`src/rtl/fetch_pkg.sv`:
```
// -----------------------------------------------------------------------------
// fetch_pkg
//   Shared definitions for the instruction fetch stage: datapath width, the
//   default reset fetch address and the fetch controller state encoding.
// -----------------------------------------------------------------------------
package fetch_pkg;

    localparam int unsigned XLEN = 32;

    localparam logic [XLEN-1:0] RESET_PC_DEFAULT = 32'h0000_0000;

    // ST_REQ      : icache request outstanding, waiting for the response word
    // ST_DISPATCH : raw word presented to the Decoder, pushing when the IQ has room
    // ST_JSTALL   : jalr pushed, fetch idle until the ROB resolves the target
    typedef enum logic [1:0] {
        ST_REQ      = 2'd0,
        ST_DISPATCH = 2'd1,
        ST_JSTALL   = 2'd2
    } fetch_state_e;

endpackage : fetch_pkg

```
`src/rtl/inst_fetcher.sv`:
```
// -----------------------------------------------------------------------------
// inst_fetcher
//   Front-end fetch stage sitting directly upstream of the Decoder. Owns the
//   architectural fetch PC, issues one icache request at a time, hands the raw
//   word to the Decoder and pushes the Decoder's formalized instruction into the
//   instruction queue. All PC arithmetic happens in the Decoder; this block only
//   latches _dec_next_pc.
//
// Ports
//   clk_in, rst_in (sync, active-high), rdy_in (low freezes all state)
//   _br_rob                 ROB redirect; target arrives on _dec_next_pc
//   _ic_req/_ic_addr/_ic_abort, _ic_resp_valid/_ic_resp_data : icache side
//   _inst_out/_inst_ready_out/_inst_addr_out/_clear           : to Decoder
//   _dec_stall/_dec_next_pc/_dec_inst/_dec_rvc                : from Decoder
//   _iq_full, _iq_push/_iq_inst/_iq_pc/_iq_pred_pc/_iq_rvc    : instruction queue
// -----------------------------------------------------------------------------
module inst_fetcher
    import fetch_pkg::*;
#(
    parameter logic [XLEN-1:0] RESET_PC = RESET_PC_DEFAULT
) (
    input  logic            clk_in,
    input  logic            rst_in,
    input  logic            rdy_in,

    input  logic            _br_rob,

    output logic            _ic_req,
    output logic [XLEN-1:0] _ic_addr,
    output logic            _ic_abort,
    input  logic            _ic_resp_valid,
    input  logic [XLEN-1:0] _ic_resp_data,

    output logic [XLEN-1:0] _inst_out,
    output logic            _inst_ready_out,
    output logic [XLEN-1:0] _inst_addr_out,
    output logic            _clear,

    input  logic            _dec_stall,
    input  logic [XLEN-1:0] _dec_next_pc,
    input  logic [XLEN-1:0] _dec_inst,
    input  logic            _dec_rvc,

    input  logic            _iq_full,
    output logic            _iq_push,
    output logic [XLEN-1:0] _iq_inst,
    output logic [XLEN-1:0] _iq_pc,
    output logic [XLEN-1:0] _iq_pred_pc,
    output logic            _iq_rvc
);

    fetch_state_e    state_q, state_d;
    logic [XLEN-1:0] pc_q,    pc_d;
    logic [XLEN-1:0] inst_q,  inst_d;

    // Cycle actually advances: not in reset and not globally frozen.
    logic live;
    logic in_req;
    logic in_dispatch;

    assign live        = rdy_in && !rst_in;
    assign in_req      = !rst_in && (state_q == ST_REQ);
    assign in_dispatch = !rst_in && (state_q == ST_DISPATCH);

    // -------------------------------------------------------------------------
    // Next-state logic
    // -------------------------------------------------------------------------
    always_comb begin
        // NOTE: every variable gets its hold value first so no path through the
        // case statement can leave it unassigned and infer a latch.
        state_d = state_q;
        pc_d    = pc_q;
        inst_d  = inst_q;

        if (_br_rob) begin
            // Redirect beats everything: the in-flight response and any pending
            // push are dropped, and fetch restarts at the ROB target.
            pc_d    = _dec_next_pc;
            state_d = ST_REQ;
        end else begin
            unique case (state_q)
                ST_REQ: begin
                    if (_ic_resp_valid) begin
                        inst_d  = _ic_resp_data;
                        state_d = ST_DISPATCH;
                    end
                end
                ST_DISPATCH: begin
                    if (!_iq_full) begin
                        pc_d    = _dec_next_pc;
                        state_d = _dec_stall ? ST_JSTALL : ST_REQ;
                    end
                end
                ST_JSTALL: begin
                    // Idle until a ROB redirect supplies the jalr target.
                end
                default: begin
                    state_d = ST_REQ;
                end
            endcase
        end
    end

    // -------------------------------------------------------------------------
    // State registers: synchronous reset wins over rdy_in; rdy_in low holds.
    // -------------------------------------------------------------------------
    always_ff @(posedge clk_in) begin
        // NOTE: sequential state uses non-blocking assignments so every register
        // samples the pre-edge values regardless of statement order.
        if (rst_in) begin
            state_q <= ST_REQ;
            pc_q    <= RESET_PC;
            inst_q  <= '0;
        end else if (rdy_in) begin
            state_q <= state_d;
            pc_q    <= pc_d;
            inst_q  <= inst_d;
        end
    end

    // -------------------------------------------------------------------------
    // Outputs
    // -------------------------------------------------------------------------
    // Requests are always halfword aligned; bit 0 of the PC is never fetched.
    assign _ic_req   = in_req;
    assign _ic_addr  = {pc_q[XLEN-1:1], 1'b0};
    // Abort only matters when a request is actually outstanding.
    assign _ic_abort = live && _br_rob && in_req;

    assign _inst_ready_out = in_dispatch;
    assign _inst_out       = inst_q;
    assign _inst_addr_out  = pc_q;
    assign _clear          = _br_rob;

    // Push is combinational in the dispatch cycle; a coincident redirect drops it.
    assign _iq_push    = live && !_br_rob && in_dispatch && !_iq_full;
    assign _iq_inst    = in_dispatch ? _dec_inst    : '0;
    assign _iq_pc      = in_dispatch ? pc_q         : '0;
    assign _iq_pred_pc = in_dispatch ? _dec_next_pc : '0;
    assign _iq_rvc     = in_dispatch && _dec_rvc;

endmodule : inst_fetcher

```
`config.mk`:
```
export PLATFORM = sky130hd
export DESIGN_NAME = inst_fetcher
export DESIGN_NICKNAME = d
export VERILOG_FILES = /design/src/rtl/fetch_pkg.sv /design/src/rtl/inst_fetcher.sv
export SDC_FILE = /design/constraint.sdc
export NUM_CORES = 1
export LEC_CHECK = 0
export CORE_AREA = 2 2 118 120
export CTS_CLUSTER_DIAMETER = 30
export DETAILED_ROUTE_END_ITERATION = 8
export DIE_AREA = 0 0 120 122
export PLACE_DENSITY = 0.7
export SYNTH_ARGS = -nofsm -noshare
export SYNTH_HDL_FRONTEND = slang
export SYNTH_SLANG_ARGS = --single-unit
```
`constraint.sdc`:
```
create_clock -name clk_in -period 2.65 [get_ports clk_in]
set_clock_uncertainty 0.15 [all_clocks]
set_input_delay 0.53 -clock clk_in [delete_from_list [all_inputs] [get_ports clk_in]]
set_output_delay 0.53 -clock clk_in [all_outputs]
set_load 0.1 [all_outputs]
```
After elaboration in Yosys (flattened, before gate mapping)
Index checks and enable logic that the tools add are counted.
{ "word_totals": {"register_bits": 66, "input_bits": 104, "out_inout_bits": 198, "wordCells": 38} }
{ "classes": {"n_eq_ne": 6, "muxes": 11, "bitwise": 1, "n_reduce_logical": 17} }
{ "ops": {"columns": ["cell", "n"], "rows": [
  ["$mux W32", 6],
  ["$logic_and A1 B1 Y1", 9],
  ["$mux W2", 4],
  ["$reduce_and A4 Y1", 2],
  ["$ne A3 B3 Y1 const B", 2],
  ["$pmux W2 S3", 1],
  ["$ne A2 B2 Y1 const B", 2],
  ["$logic_not A1 Y1", 3],
  ["$reduce_and A3 Y1", 1],
  ["$eq A2 B1 Y1 const B", 1],
  ["$eq A2 B2 Y1 const B", 1],
  ["$logic_not A2 Y1", 1],
  ["$reduce_bool A2 Y1", 1],
  ["$not A1 Y1", 1]
]} }

Logic depth before layout (Yosys ltp)
Gate-level depths: netlist of the first run.
{ "depth": {"word_depth": 5, "mapped_depth": 5} }

Worst setup path after synthesis of the first run
No wires, ideal clock.
{ "synth_timing": {"kind": "input to output", "start": "input port rst_in", "end": "output port _ic_abort", "arrival_time_ps": 3607, "required_time_ps": 1970, "slack_ps": -1637, "cell_stages": 2, "n_path_buf": 0, "cell_sequence": "nor3_1 > and3_1"} }
{ "synth_between": {"elab_chain_len": 4, "word_cells_on_any_way": 5, "cone_classes": "5 x reduce/logical"} }
{ "synth_lines": {"columns": ["item", "line_no", "source"], "rows": [
  ["from (decl)", "inst_fetcher.sv:23", "input logic rst_in,"],
  ["$logic_not A1 Y1 *", "inst_fetcher.sv:61, inst_fetcher.sv:62", null],
  ["$logic_and A1 B1 Y1", "inst_fetcher.sv:61", "assign live = rdy_in && !rst_in;"],
  ["$logic_and A1 B1 Y1", "inst_fetcher.sv:128", "assign _ic_abort = live && _br_rob && in_req;"],
  ["$logic_and A1 B1 Y1 *", "inst_fetcher.sv:128", null],
  ["to (decl)", "inst_fetcher.sv:30", "output logic _ic_abort,"]
]} }
Mark *: on every way between the ends. The rest lies on a longest branch, timed or not.

Worst setup path after layout of the first run
{ "layout_timing": {"start": "register state_q[0]", "end": "output port _iq_pc[15]"} }
{ "layout_between": {"elab_chain_len": 3} }
{ "layout_lines": {"columns": ["item", "line_no", "source"], "rows": [
  ["from (decl)", "inst_fetcher.sv:52", "fetch_state_e state_q, state_d;"],
  ["from (signal assigned)", "inst_fetcher.sv:115", "state_q <= state_d;"],
  ["$eq A2 B1 Y1", "inst_fetcher.sv:63", "assign in_dispatch = !rst_in && (state_q == ST_DISPATCH);"],
  ["$logic_and A1 B1 Y1", "inst_fetcher.sv:63", null],
  ["$mux W32", "inst_fetcher.sv:138", "assign _iq_pc = in_dispatch ? pc_q : '0;"],
  ["to (decl)", "inst_fetcher.sv:47", "output logic [XLEN-1:0] _iq_pc,"]
]} }
No other way between the ends.

==> results of run 1 <==
==> metal layers <==
layer / track usage (%) / vias up / share of wire (%)
li1: - / 1846 / -
met1: 19.9 / 1762 / 38
met2: 33.9 / 145 / 54
met3: 4.63 / 10 / 7.1
met4: 5.74 / 0 / 1.3
met5: 0 / - / 0
==> cell usage in the layout, fill, tap and decap left out, types with 4 or more instances in the layout <==
master / count
and2_1: 49
bufinv_16: 4
and2_4: 39
and2_2: 9
buf_4: 96
buf_12: 108
clkdlybuf4s50_1: 102
nand2_1: 128
dfxtp_1: 66
mux2i_1: 64
clkbuf_16: 10
==> power by group through the flow <==
stage	combinational [uW]	clock, uW	sequential [uW]
CTS	1190	1510	1080
detailed placement	1190	0	1100
global route	1240	1560	1090
finish	1200	1470	1080
global placement	1180	0	1100
floorplan	531	0	1400
==> final timing paths <==
path / startpoint / end / slack (ns) / cells after the start
worst max-delay path: state_q[0] / _iq_pc[15] / 0.18 / 5
worst min-delay path: _inst_out[14] / _inst_out[14] / 0.31 / 2
worst max register to register: state_q[0] / _inst_addr_out[24] / 0.99 / 4
worst min register to register: _inst_out[14] / _inst_out[14] / 0.31 / 2
==> final cells by class <==
class	instances	share of cell area, %
Clock buffer	10	2.92
Clock inverter	6	1.76
Inverter	1	0.0638
Multi-Input combinational cell	303	25.1
Sequential cell	66	16.9
Tap cell	180	2.87
Timing Repair Buffer	309	50.5
==> logic make-up after synthesis <==
kind of cell | count (synthesis)
DFF | 66
buffers and inverters | 66
muxes | 64
other | 1
and+or+nand+nor | 233
AOI/OAI and AO/OA | 5
==> critical path: cells and delay by family (launching register included) <==
kind          cells  cell delay, ns
buf+inv           3            0.53
simple gates      2            0.46
flops             1            0.46
==> flip-flops by register name, summed over array words and instances (netlist names) <==
register and cells:
_inst_addr_out 32, state_q 2, _inst_out 32
==> timing repair <==
action | 4_1_cts | 5_1_grt
pin swaps | 0 | 1
hold buffers | 0 | 0
gates resized for setup | 1 | 41
setup buffers | 0 | 1
gates cloned | 0 | 1
setup endpoints to repair | 1 | 97
hold endpoints to repair | 0 | 0
==> per-stage QoR <==
step                instance area, um^2  total power, uW
floorplan                          3660             1930
global placement                   7320             2280
detailed placement                 7320             2290
CTS                                7690             3780
global route                       7840             3890
finish                             7840             3750
==> results.json, run 1 <==
{
  "synth_area_leaders": "dfxtp_1 (36%), mux2i_1 (18%), and2_1 (17%), nand2_1 (13%), buf_4 (7.4%)",
  "htreeDepth": 3,
  "holdWs_ns": 0.311,
  "vias_per_cell": 4.30,
  "syn_avg_cell_area_um2": 8.35,
  "synth_warnings": 0,
  "final_cells": 875,
  "p_comb_share_pct": 32.0,
  "post_drt_wl_per_cell_um": 16.2,
  "antenna_found_initial": 0,
  "synth_edf_count": 0,
  "synth_top_family_by_area": "simple AND/OR/NAND/NOR gates",
  "worstPathArrival_ns": 1.79,
  "clk_pin_slew_worst_paths_ns": 0.06,
  "crit_path_cell_trace": "nor3b_4 -> buf_12 -> clkbuf_16 -> and2_1 -> buf_12",
  "synth_compound_area_share_pct": 1.03,
  "finalMaxSlewViolations": 0,
  "synthCells": 435,
  "path_class": "register to primary output",
  "hold_violations": 0,
  "p_seq_share_pct": 28.8,
  "setup_viol": 0,
  "p_leak_uw": 0.00335,
  "netlist_area_um2": 3630,
  "crit_path_frequent_cell": "buf_12",
  "synthSimpleGateAreaFrac_pct": 31.9,
  "required_ns": 1.97,
  "post-route-worst-setup-slack_ns": 0.177,
  "drtIter0Drc": 104,
  "dp_cells": 857,
  "drtPass1Iterations": 4,
  "yosysTopAreaCell": "dfxtp_1",
  "clkPwrFrac_pct": 39.2,
  "fillers": 1134,
  "vias": 3763,
  "critPathMaxFanout": 33,
  "drc": 0,
  "synthesis.nets": 539,
  "ant_nets": 0,
  "p_per_area_nw_per_um2": 479,
  "yosysMostFrequentCell": "nand2_1",
  "final_nets": 794,
  "synth_fa_ha_area_share_pct": 0,
  "async_flop_share_pct": 0,
  "area_growth_pct": 116,
  "grt_max_degree": 67,
  "ios": 302,
  "synthTopCellsByCount": "nand2_1 (128), and2_1 (97), dfxtp_1 (66)",
  "die_h_um": 122,
  "die_area_um2": 14600,
  "fin_crit_ns": 2.47,
  "min_period_over_period_pct": 93.3,
  "cpPeakStageDelay_ns": 0.46,
  "port_buffers": 300,
  "switchingPower_uw": 1320,
  "place_congestion": 0.831,
  "dp_hpwl_mm": 10.9,
  "cp-end-kind": "primary output",
  "cts_buffers": 9,
  "ir_worst_vdd_uv": 350,
  "min_path_type": "register to register",
  "grt_util_all_layers_pct": 18.1,
  "synth_top_area_share_pct": 36.4,
  "coreArea_um2": 13500,
  "max_cap_violations": 0,
  "cpMaxStageDelayCell": "dfxtp_1",
  "regArea_um2": 1320,
  "first_global_vias": 3671,
  "fmax_mhz": 404,
  "synth_flop_cell": "dfxtp_1",
  "synth_seq_cells": 66,
  "antenna_cells": 0,
  "synth_xor_area_share_pct": 0,
  "p_int_uw": 2430,
  "p_sw_share_pct": 35.3,
  "grt_pass1_wl_mm": 20.6,
  "cp-start-kind": "register",
  "clockBufferDepth": 2,
  "clock_latency_ns": 0.32,
  "rsz0062_at_grt": "no",
  "cts_tree": "done",
  "cts_root_buffer": "clkbuf_16",
  "setup_tns_ns": 0,
  "synth.yosys.seq_area_share_pct": 36.4,
  "drive_above_1_share_pct": 39.9,
  "grt-ovfl-total": 0,
  "routed_wl_mm": 14.2,
  "synthMuxAreaShare_pct": 17.6,
  "dp_slack_ns": -0.0166,
  "die_w_um": 120,
  "start_util_pct": 26.9,
  "clock_sinks": 66,
  "placementRows": 43,
  "status": "finished, final reports clean",
  "multiInputGateArea_um2": 1970,
  "post-route-util_pct": 58.1,
  "synthDistinctLibCells": 23
}
Power figures use the tool's default switching activity.
==> run 2: changes to the inputs <==
- clock period: 2.65 -> 2.88 ns (I/O delays scaled with it)
==> run 2 against run 1 <==
Against the previous run: sequential power down 8%; die area unchanged; clock-buffer cell count up 1; design area down 2.9%; sequential share of layout area up 0.50 points; sequential cell count unchanged; via count unchanged; cell count down 0.34%.
==> results.json, run 2 (synthesis results as in run 1) <==
{
  "status": "finished, final reports clean",
  "hold-path-endpoint": "_inst_out[27]",
  "drtPass1Iterations": 4,
  "min_path_type": "register to register",
  "clock_sinks": 66,
  "max_cap_violations": 0,
  "clk_pin_slew_worst_paths_ns": 0.05,
  "worstPathArrival_ns": 2.02,
  "worstPathBufferInverterCount": 3,
  "worst_pin_slew_ns": 0.607,
  "cts_resized": 0,
  "fillers": 1147,
  "drc": 0,
  "hp-start": "_inst_out[27]",
  "cpPeakStageDelay_ns": 0.46,
  "cts_setup_buffers": 0,
  "min_period_over_period_pct": 95.4,
  "p_leak_uw": 0.00323,
  "ir_worst_vdd_uv": 345,
  "clock_latency_ns": 0.33,
  "die_area_um2": 14600,
  "final_cell_mix": "nand2_1 (128), buf_12 (106), clkdlybuf4s50_1 (103), buf_4 (98), and2_1 (88)",
  "grt_pass1_wl_mm": 20.7,
  "cpMaxStageDelayCell": "clkdlybuf4s50_1",
  "crit_family": "buffers and inverters",
  "first_global_vias": 3646,
  "rsz0062_at_grt": "no",
  "start_util_pct": 26.9,
  "path_class": "input pin to primary output",
  "regArea_um2": 1320,
  "drive_above_1_share_pct": 34.1,
  "timing.slew.headroom_pct": 59.6,
  "fmax_mhz": 364,
  "vias_per_cell": 4.32,
  "critPathMaxFanout": 32,
  "crit_path_cell_trace": "clkdlybuf4s50_1 -> nor3b_4 -> buf_4 -> and2_1 -> buf_12",
  "drtIter0Drc": 126,
  "grt-ovfl-total": 0,
  "fin_crit_ns": 2.75,
  "ff2ff_path_depth": 4,
  "antenna_found_initial": 1,
  "setup_tns_ns": 0,
  "rr_startpoint": "state_q[1]",
  "setup_viol": 0,
  "clockBufferDepth": 2,
  "cp-end-kind": "primary output",
  "post_drt_wl_per_cell_um": 15.7,
  "vias": 3763,
  "worstReg2RegEnd": "_inst_out[13]",
  "die_h_um": 122,
  "coreArea_um2": 13500,
  "area_growth_pct": 110,
  "cts_tree": "done",
  "die_w_um": 120,
  "r2r_slack_ns": 1.26,
  "dp_hpwl_mm": 11.0,
  "finalMaxSlewViolations": 0,
  "final_common_cell": "nand2_1",
  "htreeDepth": 3,
  "required_ns": 2.15,
  "final_nets": 792,
  "post-route-util_pct": 56.4,
  "place_congestion": 0.834,
  "antenna_cells": 0,
  "hold_violations": 0,
  "grt_max_degree": 67,
  "hold_path_depth": 2,
  "multiInputGateArea_um2": 1870,
  "p_per_area_nw_per_um2": 420,
  "ant_nets": 0,
  "grt_util_all_layers_pct": 18.4,
  "placementRows": 43,
  "routed_wl_mm": 13.7,
  "ios": 302,
  "cts_buffers": 9,
  "cts_root_buffer": "clkbuf_16",
  "cp-start-kind": "input pin",
  "port_buffers": 300,
  "ctsHoldBuffers": 0
}
## run 2: through the flow
step	power, uW	instances	cell area (um^2)	worst slack, ns	hold slack [ns]
6_report	3190	872	7610	0.132	0.307
4_1_cts	3240	872	7610	0.129	0.308
5_1_grt	3320	872	7610	0.0461	0.323
3_3_place_gp	2100	857	7310	0.147	0.292
2_1_floorplan	1780	435	3660	0.180	0.500
3_5_place_dp	2110	857	7310	0.129	0.300
## run 2: area by class of cell
class                      instances  area share (%)
clock buffer                      11            3.32
clock inverter                     4           0.674
inverter                           1          0.0657
multi-input combinational        303            24.5
sequential                        66            17.4
tap                              180            2.96
timing repair buffer             307            51.1
## run 2: worst max path at each step
stage | from | to | slack (ns) | depth (start not counted)
floorplan | rst_in | _ic_abort | 0.18 | 2
global placement | rst_in | _iq_inst[28] | 0.15 | 5
detailed placement | rst_in | _iq_inst[9] | 0.13 | 5
CTS | rst_in | _iq_inst[9] | 0.13 | 5
global route | rst_in | _iq_inst[9] | 0.05 | 5
finish | rst_in | _iq_inst[9] | 0.13 | 5
## run 2: worst min-delay path: stages, from the launching register on
cell and delay, ns:
dfxtp_1 0.31, nand2_1 0.05, mux2i_1 0.05
## run 2: layer usage
layer / up-vias / global-route usage (%) / wire [um]
li1: 1842 / - / -
met1: 1733 / 20.1 / 5090
met2: 156 / 32.4 / 7090
met3: 30 / 4.96 / 1020
met4: 2 / 9.85 / 474
met5: - / 0 / 13
## run 2: report_power, final
group	switching [uW]	internal, uW
combinational	756	332
clock	400	712
sequential	39.1	955
==> run 3: changes to the inputs <==
- SLEW_MARGIN: not set -> 20
==> results of run 3 <==
The final DEF is identical to that of run 2; final timing and power are the same.
